[config.mk]
export PLATFORM = sky130hd
export DESIGN_NAME = long_prim_decoder
export DESIGN_NICKNAME = d
export VERILOG_FILES = /design/src/rtl/long_prim_pkg.sv /design/src/rtl/long_prim_inv_stage.sv /design/src/rtl/long_prim_decoder.sv
export SDC_FILE = /design/constraint.sdc
export NUM_CORES = 1
export LEC_CHECK = 0
export CAP_MARGIN = 20
export CORE_ASPECT_RATIO = 0.9
export CORE_MARGIN = 3
export CORE_UTILIZATION = 50
export DETAILED_ROUTE_END_ITERATION = 7
export DONT_BUFFER_PORTS = 1
export GPL_ROUTABILITY_DRIVEN = 0
export SYNTH_ARGS = -nofsm -noshare
export SYNTH_HDL_FRONTEND = slang
export SYNTH_SLANG_ARGS = --single-unit
[constraint.sdc]
create_clock -name clk -period 2 [get_ports clk]
set_input_delay 0.3 -clock clk [delete_from_list [all_inputs] [get_ports clk]]
set_output_delay 0.3 -clock clk [all_outputs]
set_load 0.02 [all_outputs]
[src/rtl/long_prim_pkg.sv]
// Shared state type and single-stage helpers for the XOR/NOT primitive chain.
// Helpers work on a fixed maximum width; callers zero-extend and slice.
package long_prim_pkg;

  localparam int MAX_PAIRS = 16;
  localparam int MAX_W     = 2 * MAX_PAIRS;

  typedef enum logic [1:0] {
    IDLE,
    RUN,
    DONE
  } state_t;

  // Pair j: a in bit 2j, b in bit 2j+1. Undo b_next = a ^ b, a_next = ~a.
  function automatic logic [MAX_W-1:0] inv_stage(input logic [MAX_W-1:0] word);
    logic [MAX_W-1:0] res;
    res = '0;
    for (int j = 0; j < MAX_PAIRS; j++) begin
      res[2*j]   = ~word[2*j];
      res[2*j+1] = word[2*j+1] ^ ~word[2*j];
    end
    return res;
  endfunction

  function automatic logic [MAX_W-1:0] fwd_stage(input logic [MAX_W-1:0] word);
    logic [MAX_W-1:0] res;
    res = '0;
    for (int j = 0; j < MAX_PAIRS; j++) begin
      res[2*j]   = ~word[2*j];
      res[2*j+1] = word[2*j] ^ word[2*j+1];
    end
    return res;
  endfunction

endpackage

[src/rtl/long_prim_inv_stage.sv]
// Combinational single inverse stage over IO_PAIRS bit-pairs.
module long_prim_inv_stage
  import long_prim_pkg::*;
#(
  parameter int IO_PAIRS = 2
) (
  input  logic [2*IO_PAIRS-1:0] i_word,
  output logic [2*IO_PAIRS-1:0] o_word
);

  localparam int W = 2 * IO_PAIRS;

  logic [MAX_W-1:0] w_ext;
  logic [MAX_W-1:0] w_res;

  assign w_ext  = MAX_W'(i_word);
  assign w_res  = inv_stage(w_ext);
  assign o_word = w_res[W-1:0];

  // Pairs above IO_PAIRS only ever see zeros and are dropped.
  generate
    if (W < MAX_W) begin : g_highPairs
      logic w_unusedHigh;
      assign w_unusedHigh = ^w_res[MAX_W-1:W];
    end
  endgenerate

endmodule

[src/rtl/long_prim_decoder.sv]
// Iterative decoder: loads a chain codeword, undoes one stage per clock for
// DEPTH clocks, then presents the recovered word until the consumer takes it.
module long_prim_decoder
  import long_prim_pkg::*;
#(
  parameter int IO_PAIRS = 2,
  parameter int DEPTH    = 32
) (
  input  logic                  clk,
  input  logic                  rst_n,
  input  logic                  in_valid,
  output logic                  in_ready,
  input  logic [2*IO_PAIRS-1:0] in_code,
  output logic                  out_valid,
  input  logic                  out_ready,
  output logic [2*IO_PAIRS-1:0] out_data,
  output logic                  busy
);

  localparam int W  = 2 * IO_PAIRS;
  localparam int CW = $clog2(DEPTH + 1);
  localparam logic [CW-1:0] LAST_COUNT = CW'(DEPTH - 1);

  generate
    if (DEPTH < 1 || DEPTH > 1024) begin : g_badDepth
      $error("long_prim_decoder: DEPTH must be in 1..1024");
    end
    if (IO_PAIRS < 1 || IO_PAIRS > MAX_PAIRS) begin : g_badPairs
      $error("long_prim_decoder: IO_PAIRS out of supported range");
    end
  endgenerate

  state_t         r_state;
  state_t         w_stateNext;
  logic [W-1:0]   r_work;
  logic [W-1:0]   r_outData;
  logic [W-1:0]   w_stageOut;
  logic [CW-1:0]  r_count;
  logic           w_lastStage;

  long_prim_inv_stage #(
    .IO_PAIRS(IO_PAIRS)
  ) u_invStage (
    .i_word(r_work),
    .o_word(w_stageOut)
  );

  assign w_lastStage = (r_count == LAST_COUNT);
  assign out_data    = r_outData;

  always_comb begin
    w_stateNext = r_state;
    in_ready    = 1'b0;
    out_valid   = 1'b0;
    busy        = 1'b0;
    case (r_state)
      IDLE: begin
        in_ready = 1'b1;
        if (in_valid) w_stateNext = RUN;
      end
      RUN: begin
        busy = 1'b1;
        if (w_lastStage) w_stateNext = DONE;
      end
      DONE: begin
        out_valid = 1'b1;
        if (out_ready) w_stateNext = IDLE;
      end
      default: w_stateNext = IDLE;
    endcase
  end

  // The result is captured on the final RUN edge so it appears together with out_valid.
  always_ff @(posedge clk or negedge rst_n) begin
    if (!rst_n) begin
      r_state   <= IDLE;
      r_work    <= '0;
      r_count   <= '0;
      r_outData <= '0;
    end else begin
      r_state <= w_stateNext;
      case (r_state)
        IDLE: begin
          if (in_valid) begin
            r_work  <= in_code;
            r_count <= '0;
          end
        end
        RUN: begin
          r_work <= w_stageOut;
          if (w_lastStage) r_outData <= w_stageOut;
          else             r_count   <= r_count + CW'(1);
        end
        default: ;
      endcase
    end
  end

endmodule

==> results_dict.tcl <==
set metrics [dict create \
    switching_share_pct 43.5 \
    period_share_pct 86.7 \
    comb_power_share_pct 42.9 \
    gr-usage-all-layers_pct 18.7 \
    drive_gt1_share_pct 15.6 \
    layout.nets 100 \
    power.switching_uw 737 \
    crit_slowest_cell "dfrtp_1" \
    dp_hpwl_mm 1.31 \
    first_pass_iters 4 \
    vias 672 \
    yosys.area.top_type "dfrtp_1" \
    yosysUniqueCellTypes 34 \
    crit_family "flip-flops" \
    syn_avg_cell_area_um2 10.1 \
    fp.dieH_um 46.0 \
    cts_buffers 3 \
    grt_pass1_wl_mm 3.15 \
    reg2reg_to "out_data[1]" \
    grt_pass1_vias 631 \
    cp.depth 2 \
    max_stage_delay_ps 540 \
    cp-start-kind "flip-flop" \
    wl_mm 1.86 \
    critPathArrivalTime_ps 1430 \
    crit_required_ps 1700 \
    worst-path-max-fanout 11 \
    clockBufferDepth 2 \
    yosysMostFrequentCell "dfrtp_1" \
    yosys-top-cells-count "dfrtp_1 (16), nand2_1 (8), a21oi_1 (6), inv_1 (6), nor2_1 (6)" \
    drv_slew 0 \
    post-route-util_pct 60.9 \
    worstPathCellList "buf_4 > nor2b_1" \
    antenna_found_initial 0 \
    yosysTopAreaCellShare_pct 45.1 \
    synth_edf_count 0 \
    cellPowerDensity_nw_per_um2 1780 \
    critPathKind "reg -> out" \
    antenna_left 0 \
    cp-startpoint "r_state[1]" \
    ys_async_sr_fraction_pct 100 \
    clkTransAtPathRegs_ps 90 \
    reg2reg_slack_ps 360 \
    core_area_um2 1560 \
    irDropWorstVdd_mv 0.785 \
    power.internal_uw 957 \
    io_pins 15 \
    avgRoutedWirePerCell_um 16.6 \
    fin_skew_ps 4.57 \
    pwr-share-clk_pct 12.8 \
    slew-limit-headroom_pct 48.2 \
    hold_class "in -> reg" \
    synth_seq_cells 16 \
    postLayoutCellArea_um2 951 \
    h-tree-depth 1 \
    rsz0062_at_grt "false" \
    clockRootBuffer "clkbuf_4" \
    sequentialPowerShare_pct 44.3 \
    dr_wl_met2_um 836 \
    ys_top_cells_by_area "dfrtp_1 (45%), mux2_2 (6.3%), o22a_1 (3.9%), a21oi_1 (3.4%), nand2_1 (3.4%)" \
    vias_per_cell 6.00 \
    ys.flop_type "dfrtp_1" \
    cp_num_buf_inv 1 \
    synthesis.area_um2 888 \
    port-buffer-count 0 \
    timing.rr.start "r_count[0]" \
    yosysSeqAreaShare_pct 45.1 \
    cts_tree "built" \
    tightest_slew_ps 774 \
    placed_area_um2 905 \
    dieArea_um2 2320 \
    diodes 0 \
    drtIter0Drc 28 \
    setup_viol 0 \
    initial_core_util_pct 56.9 \
    tns_ps 0 \
    rr_worst_depth 4 \
    syn_nets 97 \
    worst_skew_pair.late_latency_ps 300 \
    wl_met1_um 873 \
    synthCells 88 \
    end_kind "primary output" \
    outcome "completed" \
    post-route-drc-count 0 \
    top_layer "met4" \
    ys_warn_count 0 \
    wl_met3_um 126 \
    endpoint "out_valid" \
    area_growth_pct 7.04 \
    rows 13 \
    post-cts-setup-buffer-count 0 \
    p_leak_nw 0.407 \
    clock.fmax_ghz 0.577 \
    dieWidth_um 50.4 \
    finalHoldViolCount 0 \
    gr-total-overflow 0 \
    maxCapViolCount 0 \
    grt_max_degree 17 \
    layout_min_cycle_time_ps 1730 \
    cts_sinks 16 \
]
==> power by group through the flow <==
stage	Combinational (mW)	Clock, mW	Sequential (mW)
finish	0.727	0.217	0.751
global route	0.823	0.234	0.776
CTS	0.729	0.227	0.749
detailed placement	0.717	0	0.754
global placement	0.708	0	0.751
floorplan	0.670	0	0.663
==> placed cells by master (no fill, tap or decap), types with 2 or more instances in the layout <==
master,n
dfrtp_1,16
nor3_1,3
inv_1,6
nor2_1,6
xnor2_1,2
a221o_1,2
mux2_2,5
buf_4,2
nand3_1,2
o22a_1,4
a21oi_1,6
nand2_1,8
o21ai_0,2
clkbuf_4,3
o31a_1,2
nand2b_1,2
==> final cells by class <==
type | count | area, µm²
clock buffers | 4 | 36.3
fillers | 144 | 611
inverters | 6 | 22.5
multi-input cells | 61 | 439
flip-flops and latches | 16 | 400
well taps | 22 | 27.5
repair buffers | 3 | 25.0
==> layer usage <==
metal / vias to the layer above / global-route usage (%)
met4: 0 / 6.45
met3: 3 / 6.23
met2: 26 / 26.6
met1: 314 / 26.7
met5: - / 0
li1: 329 / -
==> worst register-to-register path, stage by stage (launching register included) <==
cell	delay (ps)
dfrtp_1	450
ha_1	280
nand4_4	170
nor3_4	260
mux2_2	370
==> repair_timing <==
item	in CTS	in global routing
hold buffers	1	0
hold endpoints to repair	16	0
resized for setup	0	0
==> cell families after synthesis <==
group / after synthesis / share of synthesized area, %
fa+ha+maj: 1 / 1.41
simple gates: 28 / 18.9
mux: 5 / 6.34
buf+inv: 11 / 5.49
xor+xnor: 2 / 1.97
compound gates: 25 / 20.8
flops: 16 / 45.1
==> worst min path at each step <==
stage | from | endpoint | slack (ps) | cells past startpoint
after floorplan | rst_n | out_data[0] | 4 | 0
after global placement | rst_n | r_count[2] | 5 | 0
after detailed placement | rst_n | r_count[3] | 5 | 0
after CTS | out_ready | r_state[1] | 240 | 2
after global routing | in_code[3] | r_work[3] | 270 | 2
final | out_ready | r_state[1] | 240 | 2
==> per-stage QoR <==
step / power, mW / setup slack, ps / cells / hold WS (ps)
CTS: 1.71 / 250 / 112 / 238
detailed placement: 1.47 / 370 / 107 / 4.81
global route: 1.83 / 164 / 112 / 272
floorplan: 1.33 / 519 / 88 / 4.41
global placement: 1.46 / 417 / 107 / 4.77
finish: 1.69 / 267 / 112 / 243
==> sequential cells by signal (all words and copies together), names as in the netlist <==
register  cells
r_count       6
out_data      4
r_work        4
r_state       2
Note: power is estimated with default switching activity, not from simulation.
